===== config.mk =====
export PLATFORM = sky130hd
export DESIGN_NAME = interp_stream_ctrl_flat
export DESIGN_NICKNAME = d
export VERILOG_FILES = /design/src/rtl/interp_stream_ctrl_pkg.sv /design/src/rtl/interp_stream_ctrl_if.sv /design/src/rtl/interp_stream_ctrl_kernel.sv /design/src/rtl/interp_stream_ctrl.sv /design/src/flat_wrapper.sv
export SDC_FILE = /design/constraint.sdc
export NUM_CORES = 1
export LEC_CHECK = 0
export ABC_AREA = 1
export CAP_MARGIN = 20
export CORE_MARGIN = 4
export CORE_UTILIZATION = 30
export CTS_BUF_LIST = sky130_fd_sc_hd__clkbuf_4 sky130_fd_sc_hd__clkbuf_8 sky130_fd_sc_hd__clkbuf_16
export CTS_CLUSTER_DIAMETER = 80
export CTS_CLUSTER_SIZE = 24
export DETAILED_ROUTE_END_ITERATION = 12
export GPL_TIMING_DRIVEN = 1
export HOLD_SLACK_MARGIN = 0.05
export PLACE_DENSITY_LB_ADDON = 0.3
export SYNTH_ARGS = -nofsm -noshare
export SYNTH_HDL_FRONTEND = slang
export SYNTH_SLANG_ARGS = --single-unit

===== constraint.sdc =====
create_clock -name clock -period 9.1 [get_ports clock]
set_clock_uncertainty 0.05 [all_clocks]
set_input_delay 1.82 -clock clock [delete_from_list [all_inputs] [get_ports clock]]
set_output_delay 1.82 -clock clock [all_outputs]
set_load 0.01 [all_outputs]

===== src/rtl/interp_stream_ctrl_pkg.sv =====
// -----------------------------------------------------------------------------
// interp_pkg
// Shared types and constants for the interpolation stream controller:
//   sample_t       8-bit unsigned input sample
//   result_t       40-bit two's-complement datapath word
//   interp_state_t controller states FILL / RUN / EMIT
// Helpers:
//   ext()      zero-extends a sample to a datapath word
//   sat_word() arithmetic shift right by SAT_SHIFT, clamped to [0,255]
//              (used only when INTERP_STREAM_SAT_EN is defined)
// -----------------------------------------------------------------------------
package interp_pkg;

  typedef logic [7:0]  sample_t;
  typedef logic [39:0] result_t;

  typedef enum logic [1:0] {
    FILL = 2'd0,
    RUN  = 2'd1,
    EMIT = 2'd2
  } interp_state_t;

  localparam int BUF_DEPTH  = 8;
  localparam int CENTRE_IDX = 4;
  localparam int SAT_SHIFT  = 6;

  function automatic result_t ext(input sample_t s);
    return {32'd0, s};
  endfunction

  function automatic result_t sat_word(input result_t v);
    logic signed [39:0] sh;
    sh = $signed(v) >>> SAT_SHIFT;
    if (sh < 40'sd0) begin
      return '0;
    end else if (sh > 40'sd255) begin
      return 40'd255;
    end else begin
      return result_t'(sh);
    end
  endfunction

endpackage


===== src/rtl/interp_stream_ctrl_if.sv =====
// -----------------------------------------------------------------------------
// interp_stream_ctrl_if
// Input and output stream handshake of the interpolation controller.
// Handshake rule (both streams): a transfer happens on a rising clock edge
// where valid && ready; the producer holds data stable while valid && !ready.
//   in_data/in_valid   sample stream into the block, in_ready back-pressure
//   out_data/out_phase result stream out of the block, out_valid/out_ready
// Modports:
//   slave  - the controller (accepts samples, produces results)
//   master - the environment (sample source and result consumer)
// -----------------------------------------------------------------------------
interface interp_stream_ctrl_if;
  import interp_pkg::*;

  sample_t     in_data;
  logic        in_valid;
  logic        in_ready;
  result_t     out_data;
  logic [1:0]  out_phase;
  logic        out_valid;
  logic        out_ready;

  modport slave (
    input  in_data, in_valid, out_ready,
    output in_ready, out_data, out_phase, out_valid
  );

  modport master (
    output in_data, in_valid, out_ready,
    input  in_ready, out_data, out_phase, out_valid
  );

endinterface


===== src/rtl/interp_stream_ctrl_kernel.sv =====
// -----------------------------------------------------------------------------
// interp_kernel
// Combinational 8-tap interpolation datapath. Instantiates the three tap
// modules on the shift buffer and returns the A, B and C interpolants as
// 40-bit two's-complement words.
// Ports:
//   taps_i  buffer contents, taps_i[0] newest .. taps_i[7] oldest
//   aValue  A interpolant
//   bValue  B interpolant
//   cValue  C interpolant
// Tap coefficients (index 0..7):
//   A:  1  -4  10  58  17  -5   1  -6
//   B: -1   4 -11  40  40 -11   4 -11
//   C: -1   1  -5  17  58 -10   4   8
// All arithmetic is modulo 2^40, so subtracting zero-extended products yields
// the correct two's-complement result.
// -----------------------------------------------------------------------------
module getAValSimple
  import interp_pkg::*;
(
  input  sample_t [BUF_DEPTH-1:0] taps_i,
  output result_t                 value_o
);
  assign value_o = ext(taps_i[0])
                 - 40'd4  * ext(taps_i[1])
                 + 40'd10 * ext(taps_i[2])
                 + 40'd58 * ext(taps_i[3])
                 + 40'd17 * ext(taps_i[4])
                 - 40'd5  * ext(taps_i[5])
                 + ext(taps_i[6])
                 - 40'd6  * ext(taps_i[7]);
endmodule

module getBValSimple
  import interp_pkg::*;
(
  input  sample_t [BUF_DEPTH-1:0] taps_i,
  output result_t                 value_o
);
  assign value_o = 40'd4  * ext(taps_i[1])
                 - ext(taps_i[0])
                 - 40'd11 * ext(taps_i[2])
                 + 40'd40 * ext(taps_i[3])
                 + 40'd40 * ext(taps_i[4])
                 - 40'd11 * ext(taps_i[5])
                 + 40'd4  * ext(taps_i[6])
                 - 40'd11 * ext(taps_i[7]);
endmodule

module getCValSimple
  import interp_pkg::*;
(
  input  sample_t [BUF_DEPTH-1:0] taps_i,
  output result_t                 value_o
);
  assign value_o = ext(taps_i[1])
                 - ext(taps_i[0])
                 - 40'd5  * ext(taps_i[2])
                 + 40'd17 * ext(taps_i[3])
                 + 40'd58 * ext(taps_i[4])
                 - 40'd10 * ext(taps_i[5])
                 + 40'd4  * ext(taps_i[6])
                 + 40'd8  * ext(taps_i[7]);
endmodule

module interp_kernel
  import interp_pkg::*;
(
  input  sample_t [BUF_DEPTH-1:0] taps_i,
  output result_t                 aValue,
  output result_t                 bValue,
  output result_t                 cValue
);
  getAValSimple u_a (.taps_i(taps_i), .value_o(aValue));
  getBValSimple u_b (.taps_i(taps_i), .value_o(bValue));
  getCValSimple u_c (.taps_i(taps_i), .value_o(cValue));
endmodule


===== src/rtl/interp_stream_ctrl.sv =====
// -----------------------------------------------------------------------------
// interp_stream_ctrl
// 4x upsampling stream sequencer. Samples enter an 8-entry shift buffer; once
// the buffer has been filled, every accepted sample is followed by four
// output words: centre sample (phase 0), then A, B, C interpolants.
// Ports:
//   clock        system clock, rising edge
//   reset        synchronous active-high reset
//   flush        synchronous clear of buffer, fill count and pending phases
//   s            stream interface (slave modport): in_* and out_* handshakes
//   fill_level   buffer occupancy 0..8 (stays 8 once filled)
//   dbg_state_o  current controller state
// Configuration:
//   INTERP_STREAM_SAT_EN  when defined, phases 1..3 are shifted right by 6
//                         and clamped to [0,255]; otherwise raw 40-bit words.
// -----------------------------------------------------------------------------
module interp_stream_ctrl
  import interp_pkg::*;
(
  input  logic                  clock,
  input  logic                  reset,
  input  logic                  flush,
  interp_stream_ctrl_if.slave   s,
  output logic [3:0]            fill_level,
  output interp_state_t         dbg_state_o
);

  interp_state_t            state_q, state_d;
  logic [1:0]               phase_q, phase_d;
  logic [3:0]               fill_q,  fill_d;
  sample_t [BUF_DEPTH-1:0]  buf_q,   buf_d;

  result_t a_val, b_val, c_val;
  result_t a_word, b_word, c_word;
  result_t word;

  logic out_valid;
  logic out_hs;
  logic early_acc;
  logic in_ready;
  logic accept;

  interp_kernel u_kernel (
    .taps_i (buf_q),
    .aValue (a_val),
    .bValue (b_val),
    .cValue (c_val)
  );

`ifdef INTERP_STREAM_SAT_EN
  assign a_word = sat_word(a_val);
  assign b_word = sat_word(b_val);
  assign c_word = sat_word(c_val);
`else
  assign a_word = a_val;
  assign b_word = b_val;
  assign c_word = c_val;
`endif

  // Handshake decode. The only combinational input-to-output path is the
  // early accept in EMIT phase 3, which lets a new sample overlap the last
  // output word and sustain one input every four cycles.
  always_comb begin
    out_valid = (state_q == EMIT);
    out_hs    = out_valid && s.out_ready;
    early_acc = out_hs && (phase_q == 2'd3) && s.in_valid;
    in_ready  = !reset && !flush && ((state_q != EMIT) || early_acc);
    accept    = s.in_valid && in_ready;
  end

  // Next-state logic.
  always_comb begin
    state_d = state_q;
    phase_d = phase_q;
    fill_d  = fill_q;
    buf_d   = buf_q;

    if (flush) begin
      state_d = FILL;
      phase_d = 2'd0;
      fill_d  = 4'd0;
      buf_d   = '0;
    end else begin
      if (accept) begin
        buf_d = {buf_q[BUF_DEPTH-2:0], s.in_data};
      end
      unique case (state_q)
        FILL: begin
          if (accept) begin
            fill_d = fill_q + 4'd1;
            if (fill_q == 4'(BUF_DEPTH - 1)) begin
              state_d = EMIT;
              phase_d = 2'd0;
            end
          end
        end
        RUN: begin
          if (accept) begin
            state_d = EMIT;
            phase_d = 2'd0;
          end
        end
        EMIT: begin
          if (out_hs) begin
            if (phase_q == 2'd3) begin
              phase_d = 2'd0;
              state_d = accept ? EMIT : RUN;
            end else begin
              phase_d = phase_q + 2'd1;
            end
          end
        end
        default: begin
          state_d = FILL;
        end
      endcase
    end
  end

  always_ff @(posedge clock) begin
    if (reset) begin
      state_q <= FILL;
      phase_q <= 2'd0;
      fill_q  <= 4'd0;
      buf_q   <= '0;
    end else begin
      state_q <= state_d;
      phase_q <= phase_d;
      fill_q  <= fill_d;
      buf_q   <= buf_d;
    end
  end

  // Output word select; forced to zero when no word is offered.
  always_comb begin
    word = '0;
    unique case (phase_q)
      2'd0:    word = ext(buf_q[CENTRE_IDX]);
      2'd1:    word = a_word;
      2'd2:    word = b_word;
      default: word = c_word;
    endcase
  end

  assign s.in_ready  = in_ready;
  assign s.out_valid = out_valid;
  assign s.out_data  = out_valid ? word : '0;
  assign s.out_phase = out_valid ? phase_q : 2'd0;
  assign fill_level  = fill_q;
  assign dbg_state_o = state_q;

endmodule

===== src/flat_wrapper.sv =====
// flat-port wrapper written by rule: the top's interface ports become plain ports
module interp_stream_ctrl_flat import interp_pkg::*;
  (clock, reset, flush, fill_level, dbg_state_o, s_in_data, s_in_valid, s_out_ready, s_in_ready, s_out_data, s_out_phase, s_out_valid);
  interp_stream_ctrl_if s_i ();
  input  logic clock;
  input  logic reset;
  input  logic flush;
  output logic [3:0] fill_level;
  output interp_state_t dbg_state_o;
  input wire logic [$bits(s_i.in_data)-1:0] s_in_data;
  input wire logic [$bits(s_i.in_valid)-1:0] s_in_valid;
  input wire logic [$bits(s_i.out_ready)-1:0] s_out_ready;
  output wire logic [$bits(s_i.in_ready)-1:0] s_in_ready;
  output wire logic [$bits(s_i.out_data)-1:0] s_out_data;
  output wire logic [$bits(s_i.out_phase)-1:0] s_out_phase;
  output wire logic [$bits(s_i.out_valid)-1:0] s_out_valid;
  assign s_i.in_data = s_in_data;
  assign s_i.in_valid = s_in_valid;
  assign s_i.out_ready = s_out_ready;
  assign s_in_ready = s_i.in_ready;
  assign s_out_data = s_i.out_data;
  assign s_out_phase = s_i.out_phase;
  assign s_out_valid = s_i.out_valid;
  interp_stream_ctrl u_core (.clock(clock), .reset(reset), .flush(flush), .s(s_i), .fill_level(fill_level), .dbg_state_o(dbg_state_o));
endmodule

== After elaboration in Yosys (flattened, before gate mapping) ==
Index checks and enable logic that the tools add are counted.

* Mux-type cells: 16
* Reduce and logical (&&, ||, !) cells: 16
* $add $sub $neg: 23
* Multiply operators: 14
* Eq/ne operators: 12

{| class="wikitable"
|+ Operator list
! cell !! number
|-
| adder 40 x 14 -> 40 bit || 4
|-
| subtractor 40 x 12 -> 40 bit || 4
|-
| case mux 40 bit (3 select lines) || 1
|-
| adder 40 x 10 -> 40 bit || 2
|-
| adder 40 x 13 -> 40 bit || 2
|-
| subtractor 40 x 11 -> 40 bit || 2
|-
| multiplier 3 x 8 -> 11 bit, first input constant || 6
|-
| multiplier 5 x 8 -> 13 bit, first input constant || 4
|-
| adder 40 x 11 -> 40 bit || 1
|-
| adder 40 x 12 -> 40 bit || 1
|-
| adder 40 x 8 -> 40 bit || 1
|-
| two-way mux 40 bit || 1
|-
| multiplier 4 x 8 -> 12 bit, first input constant || 3
|-
| two-way mux 2 bit || 12
|-
| subtractor 9 x 12 -> 13 bit || 1
|-
| case mux 2 bit (3 select lines) || 2
|-
| subtractor 10 x 8 -> 11 bit || 1
|-
| subtractor 8 x 10 -> 11 bit || 1
|-
| multiplier 2 x 8 -> 10 bit, first input constant || 1
|-
| AND reduction 5 bit || 2
|-
| subtractor 8 x 8 -> 9 bit || 1
|-
| equality test 2 bit, second input constant || 3
|-
| logical AND 1 bit || 6
|-
| inequality test 2 x 1 -> 1 bit, second input constant || 3
|-
| other kinds (11) || 16
|}

* Output and inout bits: 50
* Word-level logic and storage cells: 92
* Input port bits: 13
* Register bits after elaboration: 72

== Depth between registers and ports, before layout ==
* Depth in word-level cells: 11
* Depth in mapped cells: 39

== Modules after synthesis ==
A second synthesis with hierarchy kept.

* Cell total of the unflattened synthesis: 2551
* Area, all modules: 18740.5 sq um

{| class="wikitable"
|+ Modules (own cells, without submodules)
! module !! area an instance (sq um) !! instances !! sequential area each (sq um) !! cells each
|-
| getBValSimple || 5407.7 || 1 || 0.0 || 730
|-
| getAValSimple || 4942.2 || 1 || 0.0 || 663
|-
| getCValSimple || 4614.4 || 1 || 0.0 || 610
|-
| interp_stream_ctrl || 3776.1 || 1 || 1441.4 || 548
|}

== Least setup slack after synthesis ==
Ideal clock, no wire load.

* Kind: register -> output
* Start: register u_core.buf_q[25] in the netlist's numbering
* End: output s_out_data[33]
* Stages on the path, launching flop included: 34
* Data arrival time: 7209 ps
* Path slack: 21 ps
* Buffers on the path: 0
* Path through: dfxtp_1 > inv_1 > fa_1 > inv_1 > ha_1 > fa_1 > ha_1 > a21oi_1 > o21ai_0 > xnor2_1 > inv_1 > fa_1 > inv_1 > fa_1 > inv_1 > fa_1 > inv_1 > fa_1 > fa_1 > inv_1 > ha_1 > nand2_1 > inv_1 > nand2_1 > nand2_1 > nand2_1 > nand3_1 > nand4_1 > o311ai_0 > fa_1 > or2_2 > nand3_1 > nand2_1 > inv_1

* Cells in the longest elaborated chain, start to end: 8

{| class="wikitable"
|+ Ends and longest elaborated chain
! element !! RTL line !! text
|-
| from (decl) || interp_stream_ctrl.sv:31 || <nowiki>sample_t [BUF_DEPTH-1:0] buf_q, buf_d;</nowiki>
|-
| from (signal assigned) || interp_stream_ctrl.sv:130 || <nowiki>buf_q <= buf_d;</nowiki>
|-
| multiplier 5 x 8 -> 13 bit (tied with other cells) || interp_stream_ctrl_kernel.sv:59 || <nowiki>+ 40'd17 * ext(taps_i[3])</nowiki>
|-
| adder 40 x 13 -> 40 bit (tied with other cells) || interp_stream_ctrl_kernel.sv:59 ||
|-
| adder 40 x 14 -> 40 bit (tied with other cells) || interp_stream_ctrl_kernel.sv:60 || <nowiki>+ 40'd58 * ext(taps_i[4])</nowiki>
|-
| subtractor 40 x 12 -> 40 bit (tied with other cells) || interp_stream_ctrl_kernel.sv:61 || <nowiki>- 40'd10 * ext(taps_i[5])</nowiki>
|-
| adder 40 x 10 -> 40 bit (tied with other cells) || interp_stream_ctrl_kernel.sv:62 || <nowiki>+ 40'd4 * ext(taps_i[6])</nowiki>
|-
| adder 40 x 11 -> 40 bit (tied with other cells) || interp_stream_ctrl_kernel.sv:63 || <nowiki>+ 40'd8 * ext(taps_i[7]);</nowiki>
|-
| case mux 40 bit (3 select lines) * || interp_stream_ctrl.sv:137 || <nowiki>unique case (phase_q)</nowiki>
|-
| two-way mux 40 bit * || interp_stream_ctrl.sv:147 || <nowiki>assign s.out_data = out_valid ? word : '0;</nowiki>
|-
| to (decl) || flat_wrapper.sv:14 || <nowiki>output wire logic [$bits(s_i.out_data)-1:0] s_out_data;</nowiki>
|}

Every way passes the cells marked *; elsewhere a longest branch is shown, timed or not.

== Worst setup path after layout ==
Same ends and word-level chain as after synthesis.

==> results.yml <==
power:
  irDropWorstVdd_mv: 0.263
  p_leak_nw: 11.8
  powerDensity_mw_per_mm2: 289
yosys:
  ys_seq_area_share_pct: 8.27
  synthTopCellsByArea: "fa_1, ha_1, inv_1, dfxtp_1, nand2_1"
  synthFlopType: "dfxtp_1"
  synthesis.nets: 2804
  synth-seq-cells: 72
  synth_largest_area_cell: "fa_1"
  yosys.cell_types.count: 37
  synth_top_area_share_pct: 27.2
  ys_warn_count: 0
  synth.avg_cell_area_um2: 7.80
  synth_edf_count: 0
  syn_area_mm2: 0.0174
  synth_most_common_cell: "inv_1"
  ys_top_cells_by_count: "inv_1, ha_1, nand2_1, fa_1, a21oi_1"
  async_flop_share_pct: 0
  synthCells: 2235
drt:
  drc: 0
  routed-via-count: 15400
  first_pass_iters: 5
  wl_met2_um: 29100
  viasPerCell: 4.64
  drtIter0Drc: 761
  maxUsedRoutingLayer: "met4"
  wl_met1_um: 26000
  post_drt_wl_per_cell_um: 17.9
  drt-total-wl_um: 59300
  wl_met3_um: 2310
  ant_nets: 0
cells_and_area:
  fin_cells: 3316
  layout-drive-gt1-share_pct: 21.3
  layout.nets: 3115
  fillCellCount: 5888
  final_util_pct: 38.6
  area_growth_pct: 27.4
  diodes: 0
critical_path:
  max_stage_delay_ns: 0.54
  crit_path_start_kind: "flip-flop"
  reg2reg_to: "u_core.fill_level[2]"
  critical_path_class: "reg -> out"
  arrival_ns: 7.17
  cp_max_fo: 4
  reg2reg_slack_ns: 5.38
  cp.required_ns: 7.23
  rr_worst_depth: 12
  crit_top_cell: "fa_1"
  r2r-start: "u_core.phase_q[0]"
  cpMaxStageDelayCell: "fa_1"
  cp-end-kind: "primary output"
floorplan:
  die-area_mm2: 0.0620
  rows: 88
  die_h_um: 249
  fp.coreArea_mm2: 0.0576
  start_util_pct: 30.3
  die_x_um: 249
  io_pins: 63
sta:
  drv_slew: 0
  rsz0062_at_grt: "yes"
  fin_hold_ws_ns: 0.434
  fin_tns_setup_ns: 0
  setup_violations: 0
  worstMarginPinSlew_ns: 0.745
  hold_viol_final: 0
  slew_headroom_pct: 50.3
  timing.fmax_mhz: 111
  min_period_ns: 9.04
  fin_crit_sh_pct: 99.4
  setup_slack_ns: 0.0568
clock_network:
  clockBufferDepth: 2
  clk_pin_slew_ns: 0.07
  ctsRootBufferMaster: "clkbuf_16"
  cts_buffers: 9
  cts.htree.levels: 3
  cts_sinks: 72
  hold_buffers: 0
  cts_tree: "built"
  worstSkewPairLatency_ns: 0.36
min_path:
  hold_path_end: "u_core.buf_q[8]"
  hold-path-cell-count: 2
  holdCritPathClass: "reg -> reg"
  hold_start: "u_core.buf_q[8]"
global_route:
  grt_usage_pct: 18.6
  grt_overflow: 0
  grt_pass1_vias: 15800
  antenna_found_initial: 0
  grt_pass1_wl_um: 90700
  grt_max_degree: 70
job:
  maxCapViolCount: 0
placement:
  place_ws_ns: -0.541
  dp_hpwl_um: 51600
  port_buffers: 62
  gp_congestion: 0.959
  dpl.cell_count: 3281
outcome:
  outcome: "complete, no violations"
## cells by family (layout without fill, tap and decap cells)
| family | after synthesis | count (layout) | share of synthesized area (%) |
|---|---|---|---|
| xor gates and xnor gates | 80 | 80 | 4.02 |
| and+or+nand+nor | 537 | 537 | 13.0 |
| buffers and inverters | 668 | 984 | 14.8 |
| AOI/OAI and AO/OA | 322 | 322 | 9.87 |
| adders and majority gates | 556 | 556 | 50.1 |
| DFF | 72 | 72 | 8.27 |
## routing by layer
metal,GRT usage [%],up-vias
met5,0,-
met1,24.7,7520
met3,1.70,79
met2,32.9,293
met4,4.51,0
li1,-,7489
## worst max-delay path: cells and delay by family (launching register included)
family,cells,cell delay [ns]
xor+xnor,1,0.13
fa+ha+maj,11,4.54
simple gates,10,0.93
buf+inv,10,0.60
compound gates,2,0.28
flops,1,0.34
## where the power goes
part / switching (mW) / internal [mW]
registers: 0.00846 / 0.321
logic: 3.11 / 2.61
clock network: 0.163 / 0.201
## worst max-delay path by stage
stage | endpoint | slack [ns] | start
finish | s_out_data[33] | 0.06 | u_core.buf_q[25]
global route | s_out_data[33] | -0.22 | u_core.buf_q[25]
CTS | s_out_data[33] | -0.05 | u_core.buf_q[26]
detailed placement | s_out_data[33] | -0.54 | u_core.buf_q[26]
global placement | s_out_data[33] | -0.48 | u_core.buf_q[25]
floorplan | s_out_data[33] | 0.02 | u_core.buf_q[25]
## what timing repair did
item,CTS,global route
cloned,0,0
resized for setup,180,165
hold endpoints to repair,0,0
endpoints found under the setup margin,33,34
pin swaps,81,93
setup buffers,11,8
## sequential cells by signal, indices dropped and copies added (netlist names)
register            cells
u_core.phase_q          2
u_core.dbg_state_o      2
u_core.fill_level       4
u_core.buf_q           64
## stage by stage
step	instance area, um2	power [mW]
floorplan	17400	3.11
global placement	20800	5.15
detailed placement	20800	5.18
CTS	21700	5.97
global route	22200	7.08
finish	22200	6.41
## layout by cell type, fill, tap and decap left out, types with 30 or more instances in the layout
master | synthesis | routed
dfxtp_1 | 72 | 63
nand3_1 | 115 | 95
ha_4 | 0 | 41
nand2_2 | 0 | 30
ha_1 | 319 | 275
buf_4 | 9 | 274
inv_1 | 625 | 596
a21oi_1 | 170 | 143
o21ai_0 | 111 | 94
fa_1 | 237 | 226
nand2_1 | 312 | 278
nor2_1 | 73 | 60
xor2_1 | 52 | 47
## area by class of cell
type                       instances  area [um2]  area share (%)
clock buffer                      11         253            1.14
clock inverter                     5        38.8           0.175
inverter                         626        2350            10.6
multi-input combinational       1495       14500            65.4
sequential                        72        1460            6.55
tap                              765         957            4.31
timing repair buffer             342        2640            11.9
Note: power is estimated with default switching activity, not from simulation.
